**src/rtl/alu_rr_arbiter.sv**
```systemverilog
// alu_rr_arbiter: round-robin arbiter sharing one Y86-64 ALU between two valid/ready requesters
module alu_rr_arbiter #(
  parameter int WIDTH = 64,
  parameter int FUN_W = 4
) (
  input  logic             clk,
  input  logic             rst,
  input  logic             req0_valid,
  output logic             req0_ready,
  input  logic [FUN_W-1:0] req0_fun,
  input  logic [WIDTH-1:0] req0_a,
  input  logic [WIDTH-1:0] req0_b,
  input  logic             req1_valid,
  output logic             req1_ready,
  input  logic [FUN_W-1:0] req1_fun,
  input  logic [WIDTH-1:0] req1_a,
  input  logic [WIDTH-1:0] req1_b,
  output logic             rsp_valid,
  input  logic             rsp_ready,
  output logic             rsp_id,
  output logic [WIDTH-1:0] rsp_result,
  output logic             rsp_zf,
  output logic             rsp_sf,
  output logic             rsp_of,
  output logic             rsp_err
);
  localparam int M = WIDTH - 1;
  typedef enum logic [1:0] {IDLE, EXEC, RESP} state_t;
  state_t state, state_nx;
  logic ptr, gnt1, gnt, id, of, err;
  logic [FUN_W-1:0] fun;
  logic [WIDTH-1:0] a, b, res;
  always_ff @(posedge clk or posedge rst)
    if (rst) state <= IDLE;
    else state <= state_nx;
  always_comb begin
    gnt1 = req1_valid && (!req0_valid || ptr);
    gnt = req0_valid || req1_valid;
    req0_ready = state == IDLE && req0_valid && !gnt1;
    req1_ready = state == IDLE && gnt1;
    rsp_valid = state == RESP;
    state_nx = state;
    if (state == IDLE && gnt) state_nx = EXEC;
    if (state == EXEC) state_nx = RESP;
    if (state == RESP && rsp_ready) state_nx = IDLE;
  end
  always_comb begin
    err = fun > FUN_W'(3);
    res = fun == FUN_W'(0) ? b + a :
          fun == FUN_W'(1) ? b - a :
          fun == FUN_W'(2) ? a & b :
          fun == FUN_W'(3) ? a ^ b : '0;
    of = fun == FUN_W'(0) ? (a[M] == b[M] && res[M] != a[M]) :
         fun == FUN_W'(1) ? (a[M] != b[M] && res[M] != b[M]) : 1'b0;
  end
  always_ff @(posedge clk or posedge rst)
    if (rst) begin
      ptr <= 1'b0;
      id <= 1'b0;
      fun <= '0;
      a <= '0;
      b <= '0;
      rsp_id <= 1'b0;
      rsp_result <= '0;
      rsp_zf <= 1'b0;
      rsp_sf <= 1'b0;
      rsp_of <= 1'b0;
      rsp_err <= 1'b0;
    end else begin
      if (state == IDLE && gnt) begin
        id <= gnt1;
        fun <= gnt1 ? req1_fun : req0_fun;
        a <= gnt1 ? req1_a : req0_a;
        b <= gnt1 ? req1_b : req0_b;
      end
      if (state == EXEC) begin
        rsp_id <= id;
        rsp_result <= res;
        rsp_zf <= !err && res == '0;
        rsp_sf <= res[M];
        rsp_of <= of;
        rsp_err <= err;
      end
      // served requester loses priority
      if (state == RESP && rsp_ready) ptr <= ~rsp_id;
    end
endmodule

```
**config.mk**
```make
export PLATFORM = sky130hd
export DESIGN_NAME = alu_rr_arbiter
export DESIGN_NICKNAME = d
export VERILOG_FILES = /design/src/rtl/alu_rr_arbiter.sv
export SDC_FILE = /design/constraint.sdc
export NUM_CORES = 1
export LEC_CHECK = 0
export ABC_AREA = 1
export CAP_MARGIN = 30
export CORE_MARGIN = 2
export CORE_UTILIZATION = 55
export CTS_BUF_LIST = sky130_fd_sc_hd__clkbuf_16
export DETAILED_ROUTE_END_ITERATION = 6
export PLACE_DENSITY = 0.84
export SKIP_CTS_REPAIR_TIMING = 1
export SLEW_MARGIN = 20
export SYNTH_ARGS = -nofsm -noshare
export SYNTH_HDL_FRONTEND = slang
export SYNTH_SLANG_ARGS = --single-unit
```
**constraint.sdc**
```tcl
create_clock -name clk -period 16.5 [get_ports clk]
set_input_delay 2.475 -clock clk [delete_from_list [all_inputs] [get_ports clk]]
set_output_delay 2.475 -clock clk [all_outputs]
set_load 0.02 [all_outputs]
```
### Word-level counts from Yosys, hierarchy flattened

Index checks and enable logic that the tools add are counted.

* $add $sub $neg: 2
* magnitude comparators: 1
* eq/ne operators: 9
* multiplexer cells: 12
* bitwise gates (word level): 3
* reductions and logical operators: 18

Operators with widths (number)
* 64-bit 2-to-1 mux: 6
* 64-bit adder: 1
* 64-bit AND: 1
* 64-bit zero test: 1
* 64-bit subtractor: 1
* 64-bit XOR: 1
* 1-bit logical AND: 9
* 4-bit by 2-bit equality test with 1-bit output (second input constant): 2
* 2-bit 2-to-1 mux: 3
* 4-bit by 1-bit equality test with 1-bit output (second input constant): 1
* 4-bit by 2-bit > comparator with 1-bit output (second input constant): 1
* 4-bit zero test: 1
* 4-bit 2-to-1 mux: 1
* 1-bit zero test: 3
* 1-bit inequality test: 3
* 3-bit nonzero test: 1
* 2-bit by 1-bit equality test with 1-bit output (second input constant): 1
* 2-bit equality test (second input constant): 1
* 2-bit zero test: 1
* 1-bit logical OR: 2
* 1-bit 2-to-1 mux: 2
* 1-bit equality test: 1
* 1-bit NOT: 1

* flip-flop bits (word level): 205
* input port bits: 269
* logic and storage cells: 57

### Depth between registers and ports, before layout

Gate-level depths: netlist of the first run.

* depth in word-level cells: 9
* depth in mapped cells: 26
* gate-level depth less buffers: 25

### Least setup slack after synthesis of the first run

OpenSTA, ideal clock, no wires.

* path kind: input-to-output
* from: input port req0_valid
* to: output port req0_ready
* data arrival time: 3.640 ns
* required time: 14.025 ns
* slack: 10.385 ns
* stages on the path: 5
* cell sequence: inv_1 o21ai_1 inv_1 clkbuf_1 nor3_1

* word-level cells in the longest chain between the ends: 5
* elaborated cells between the ends (all ways): 6

Ends and longest elaborated chain
* start, declared: line 8 `input logic req0_valid,`
* 1-bit zero test: line 37 `gnt1 = req1_valid && (!req0_valid || ptr);`
* 1-bit logical OR: line 37
* 1-bit logical AND: line 37
* 1-bit zero test: line 39 `req0_ready = state == IDLE && req0_valid && !gnt1;`
* 1-bit logical AND *: line 39
* end, declared: line 9 `output logic req0_ready,`

Mark *: on every way between the ends. The rest lies on a longest branch, timed or not.

### Worst setup path in the final report of the first run

Same ends and word-level chain as after synthesis.

==> impl_metrics.env, run 1 <==
export IMPL_yosysSeqAreaShare_pct=22.51
export IMPL_timing_fmax_mhz=125.5
export IMPL_clk_pin_slew_ps=60
export IMPL_hold_violations=0
export IMPL_dieWidth_um=207.1
export IMPL_avgSynthCellArea_um2=5.682
export IMPL_antenna_cells=0
export IMPL_post_route_min_period_ps=7966
export IMPL_nets=4618
export IMPL_clk_latency_ps=550
export IMPL_final_setup_worst_slack_ps=8534
export IMPL_synth_most_common_cell="nand2_1"
export IMPL_syn_to_final_growth_pct=17.71
export IMPL_violations="DRC"
export IMPL_cts_tree="built"
export IMPL_status="complete, but fails checks"
export IMPL_drv_cap=0
export IMPL_ant_nets=0
export IMPL_die_h_um=207.1
export IMPL_worst_setup_path_type="input port to output pin"
export IMPL_avgViaCountPerCell=5.570
export IMPL_crit_family="buffers and inverters"
export IMPL_min_period_over_period_pct=48.28
export IMPL_fin_skew_ps=10.19
export IMPL_dr_first_iter_drc_count=3353
export IMPL_arrival_ps=5490
export IMPL_grt_setup_unrepaired="false"
export IMPL_yosysUniqueCellTypes=44
export IMPL_hp_class="register to register"
export IMPL_dieArea_um2=42870
export IMPL_slowest_delay_ps=800
export IMPL_multiInputGateArea_um2=13870
export IMPL_maxSlewHeadroom_pct=37.30
export IMPL_drive_gt1_share_pct=4.889
export IMPL_ioPinCount=341
export IMPL_p_leak_nw=14.52
export IMPL_io_buffers=340
export IMPL_finalSetupTns_ps=0
export IMPL_synth_edf_count=0
export IMPL_fillerInstances=3917
export IMPL_cts_buffers=23
export IMPL_core_area_um2=40740
export IMPL_critPathRequiredTime_ps=14030
export IMPL_crit_path_cell_trace="clkdlybuf4s50_1, inv_1, o21ai_4, buf_4, clkinv_2, nor3_1, clkdlybuf4s50_1"
export IMPL_grt_antenna_before_repair=1
export IMPL_overflow=0
export IMPL_grt_pass1_wl_um=139100
export IMPL_final_cells=4766
export IMPL_finalSetupViolations=0
export IMPL_synthFlopType="dfrtp_1"
export IMPL_synth_seq_cells=204
export IMPL_initial_core_util_pct=55.67
export IMPL_std_cell_rows=74
export IMPL_drtPass1Iterations=7
export IMPL_num_vias=26550
export IMPL_root_buffer="clkbuf_16"
export IMPL_worst_pin_slew_ps=940.5
export IMPL_synthesis_area_um2=22680
export IMPL_yosysWarningCount=0
export IMPL_critPathSlowestCell="clkinv_2"
export IMPL_placed_area_um2=26020
export IMPL_async_reset_ff_share_pct=100.0
export IMPL_regArea_um2=5105
export IMPL_synth_area_leader_cell="dfrtp_1"
export IMPL_crit_buf_inv=5
export IMPL_slew_viol_final=0
export IMPL_grt_pass1_vias=24210
export IMPL_end_kind="output pin"
export IMPL_wl_per_cell_um=19.08
export IMPL_grt_use_total_pct=41.40
export IMPL_synth_area_top_cells="dfrtp_1 23%, nand2_1 22%, inv_1 12%, nor2_1 7.2%, ha_1 7.0%"
export IMPL_ir_drop_v=0.00007400
export IMPL_power_density_nw_per_um2=76.00
export IMPL_final_area_um2=26690
export IMPL_syn_inst=3991
export IMPL_critPathMostFrequentCell="clkdlybuf4s50_1"
export IMPL_holdWs_ps=481.5
export IMPL_clock_path_buffers=3
export IMPL_synth_top_area_share_pct=22.51
export IMPL_totalWireLength_um=90920
export IMPL_h_tree_depth=1
export IMPL_grt_start_max_net_pins=205
export IMPL_dp_hpwl_um=73370
export IMPL_start_kind="input port"
export IMPL_dp_slack_ps=8551
export IMPL_cts_sinks=204
export IMPL_place_congestion=1.065
export IMPL_syn_nets=4389
export IMPL_synthTopCellsByCount="1,340 x nand2_1, 723 x inv_1, 435 x nor2_1, 315 x o21ai_0, 204 x dfrtp_1"
export IMPL_critPathMaxFanout=55
export IMPL_drc=8
export IMPL_place_inst=4727
==> worst register-to-register path, cell delays in order (launching register included) <==
cell and delay (ps):
dfrtp_1 400, nor2_1 170, nand2_1 140, inv_1 210, nand2_1 550, inv_2 460, buf_4 610, nand3_1 310
nand2_1 200, nand2_1 80, nor2_1 110, nand3_1 100, nor2_1 130, nand2_1 100, nor2_1 110, nand3_1 90
nand2_1 60
==> metrics by stage <==
step	utilization [%]	power [W]
after CTS	65.53	0.001990
after floorplan	-	0.001203
after global placement	63.87	0.001499
after global routing	65.53	0.002138
after detailed placement	63.87	0.001506
final	65.53	0.002029
==> worst paths after layout <==
path	end	slack (ps)	cells after the start	start
min reg2reg	rsp_result[44]	480	2	rsp_result[44]
max	req0_ready	8530	7	req0_valid
max reg2reg	rsp_zf	12610	16	fun[2]
min	rsp_result[44]	480	2	rsp_result[44]
max in group asynchronous	rsp_result[63]	12190	4	rst
min in group asynchronous	b[18]	2390	2	rst
==> where the power goes <==
group | internal [W] | leakage (nW) | switching, W
sequential | 0.000531 | 2.54 | 0.0000257
clock | 0.000267 | 0.353 | 0.000213
combinational | 0.000304 | 11.6 | 0.000688
total | 0.00110 | 14.5 | 0.000927
==> logic make-up after synthesis <==
kind of cell             count (synthesis)  share of synthesized area [%]
AO/OA/AOI/OAI                          615                          14.73
XOR/XNOR                                21                         0.8111
flip-flops                             204                          22.51
buffers and inverters                  909                          16.46
AND/OR/NAND/NOR                       2113                          38.31
adder cells (fa/ha/maj)                129                          7.183
==> placed cells by master (no fill, tap or decap), drive strengths merged, types with 23 or more instances in the layout <==
cell,n
a21oi,140
clkbuf,23
clkdlybuf4s50,340
dfrtp,204
ha,127
inv,763
nand2,1369
nand3,183
nor2,499
nor3,23
o21ai,320
o22ai,119
==> registers in the layout (all words and copies together) (netlist names) <==
name and count:
a 64, rsp_zf 1, fun 4, state 2, ptr 1, b 64
id 1, rsp_err 1, rsp_result 64, rsp_id 1, rsp_of 1
==> per-layer routing <==
| layer | up-vias | GRT usage (%) | part of all wire (%) |
|---|---|---|---|
| met4 | 0 | 11.85 | 3.2 |
| met1 | 12100 | 60.26 | 43 |
| li1 | 12740 | - | - |
| met5 | - | 0 | 0 |
| met3 | 156 | 10.70 | 13 |
| met2 | 1563 | 60.14 | 41 |
==> final cells by class <==
type / instances / share of cell area (%)
Clock buffer: 23 / 2.156
Clock inverter: 16 / 0.3750
Inverter: 759 / 10.71
Multi-Input combinational cell: 2878 / 51.96
Sequential cell: 204 / 19.12
Tap cell: 532 / 2.494
Timing Repair Buffer: 354 / 13.19
Power figures use the tool's default switching activity.
==> run 2: changes to the inputs <==
--- a/config.mk
+++ b/config.mk
@@ -8,10 +8,10 @@
 export ABC_AREA = 1
 export CAP_MARGIN = 30
 export CORE_MARGIN = 2
-export CORE_UTILIZATION = 55
+export CORE_UTILIZATION = 51
 export CTS_BUF_LIST = sky130_fd_sc_hd__clkbuf_16
 export DETAILED_ROUTE_END_ITERATION = 6
-export PLACE_DENSITY = 0.84
+export PLACE_DENSITY = 0.82
 export SKIP_CTS_REPAIR_TIMING = 1
 export SLEW_MARGIN = 20
 export SYNTH_ARGS = -nofsm -noshare
==> constraint.sdc (replaced) <==
create_clock -name clk -period 6.75 [get_ports clk]
set_input_delay 1.0125 -clock clk [delete_from_list [all_inputs] [get_ports clk]]
set_output_delay 1.0125 -clock clk [all_outputs]
set_load 0.02 [all_outputs]
==> run 2 against run 1 <==
Clock skew up 5.5 ps. Critical path depth down 1. Via count down 1.2%. Global-route usage down 1.6 points. Final cell count up 1.3%. Flip-flop and latch count unchanged. Register-to-register slack worse by 9600 ps. Combinational power up 150%. Largest cell class unchanged. The run now ends clean. Largest power group unchanged. Sequential power up 140%. Clock-buffer cell count unchanged.
==> impl_metrics.env, run 2 (same netlist as run 1, synthesis figures left out) <==
export IMPL_drc=0
export IMPL_worst_setup_path_type="input port to output pin"
export IMPL_wl_per_cell_um=19.35
export IMPL_hp_class="register to register"
export IMPL_syn_to_final_growth_pct=18.17
export IMPL_reg_top3="a x64, b x64, rsp_result x64"
export IMPL_clock_path_buffers=3
export IMPL_dieWidth_um=214.9
export IMPL_timing_fmax_mhz=253.0
export IMPL_nets=4619
export IMPL_grt_setup_unrepaired="false"
export IMPL_dieArea_um2=46170
export IMPL_clk_pin_slew_ps=60
export IMPL_top_layer_used="met4"
export IMPL_maxSlewHeadroom_pct=37.20
export IMPL_grt_antenna_before_repair=0
export IMPL_end_kind="output pin"
export IMPL_root_buffer="clkbuf_16"
export IMPL_power_density_nw_per_um2=186.6
export IMPL_min_path_cells=2
export IMPL_fin_skew_ps=15.71
export IMPL_overflow=0
export IMPL_wl_met1_um=41400
export IMPL_arrival_ps=2940
export IMPL_core_area_um2=44030
export IMPL_met3_length_um=11250
export IMPL_finalSetupTns_ps=0
export IMPL_layout_common_cells="1,340 x nand2_1, 725 x inv_1, 434 x nor2_1"
export IMPL_critPathMaxFanout=55
export IMPL_min_period_over_period_pct=58.56
export IMPL_slew_viol_final=0
export IMPL_die_h_um=214.9
export IMPL_finalSetupViolations=0
export IMPL_grt_use_total_pct=39.80
export IMPL_cts_buffers=22
export IMPL_critPathRequiredTime_ps=5740
export IMPL_post_route_min_period_ps=3953
export IMPL_clk_latency_ps=550
export IMPL_drv_cap=0
export IMPL_dr_first_iter_drc_count=3011
export IMPL_grt_pass1_vias=24260
export IMPL_drtPass1Iterations=6
export IMPL_ant_nets=0
export IMPL_hold_violations=0
export IMPL_ioPinCount=341
export IMPL_totalWireLength_um=93390
export IMPL_worst_pin_slew_ps=941.9
export IMPL_route_met2_wl_um=37650
export IMPL_place_congestion=1.058
export IMPL_start_kind="input port"
export IMPL_avgViaCountPerCell=5.436
export IMPL_rr_worst_depth=20
export IMPL_cts_sinks=204
export IMPL_drive_gt1_share_pct=4.935
export IMPL_ir_drop_v=0.0001998
export IMPL_grt_start_max_net_pins=118
export IMPL_final_cells=4827
export IMPL_layout_commonest_cell="nand2_1"
export IMPL_p_total_w=0.005001
export IMPL_io_buffers=340
export IMPL_cts_tree="built"
export IMPL_initial_core_util_pct=51.51
export IMPL_status="finished, final reports clean"
export IMPL_std_cell_rows=77
export IMPL_grt_pass1_wl_um=141900
export IMPL_antenna_cells=0
export IMPL_place_inst=4789
export IMPL_p_leak_nw=14.53
export IMPL_dp_hpwl_um=76380
export IMPL_num_vias=26240
export IMPL_h_tree_depth=1
[run 2: cell count changes in the layout (fill, tap and decap cells not counted), sizes merged]
cell	delta
clkinv	+1
inv	-3
bufinv	+1
buf	+2
[run 2: where the power goes]
part           internal [W]  switching, W
logic              0.000743       0.00170
clock network      0.000685      0.000520
registers           0.00130     0.0000574
[run 2: metrics by stage]
step	util, %	hold WS (ps)	cell area [um^2]	setup slack (ps)
2_1_floorplan	-	453.4	22680	170.1
3_3_place_gp	59.30	462.9	26110	2826
3_5_place_dp	59.30	465.3	26110	2800
4_1_cts	60.87	481.6	26800	2797
5_1_grt	60.87	505.3	26800	2696
6_report	60.87	476.1	26800	2797
[run 2: metal layers]
| layer | track usage, % | up-vias |
|---|---|---|
| li1 | - | 12720 |
| met5 | 0 | - |
| met4 | 11.50 | 0 |
| met2 | 57.77 | 1345 |
| met1 | 57.94 | 12020 |
| met3 | 10.05 | 158 |
[run 2: critical path: stages]
cell and delay (ps):
clkdlybuf4s50_1 450, inv_1 100, o21ai_4 160, buf_4 540, nor2_1 120, clkdlybuf4s50_1 570
[run 2: worst paths after layout]
check	from	to	slack, ps
worst max-delay path	req0_valid	req1_ready	2800
worst min-delay path	rsp_result[43]	rsp_result[43]	480
worst max register to register	a[21]	rsp_zf	2960
worst min register to register	rsp_result[43]	rsp_result[43]	480
max in group asynchronous	rst	rsp_result[46]	4700
min in group asynchronous	rst	b[19]	910
[run 2: cell type report]
type / instances / area [um^2]
fillers: 4480 / 17230
repair buffers: 356 / 3536
multi-input cells: 2878 / 13870
flip-flops and latches: 204 / 5105
clock inverters: 15 / 113.9
well taps: 592 / 740.7
inverters: 759 / 2858
clock buffers: 23 / 575.6
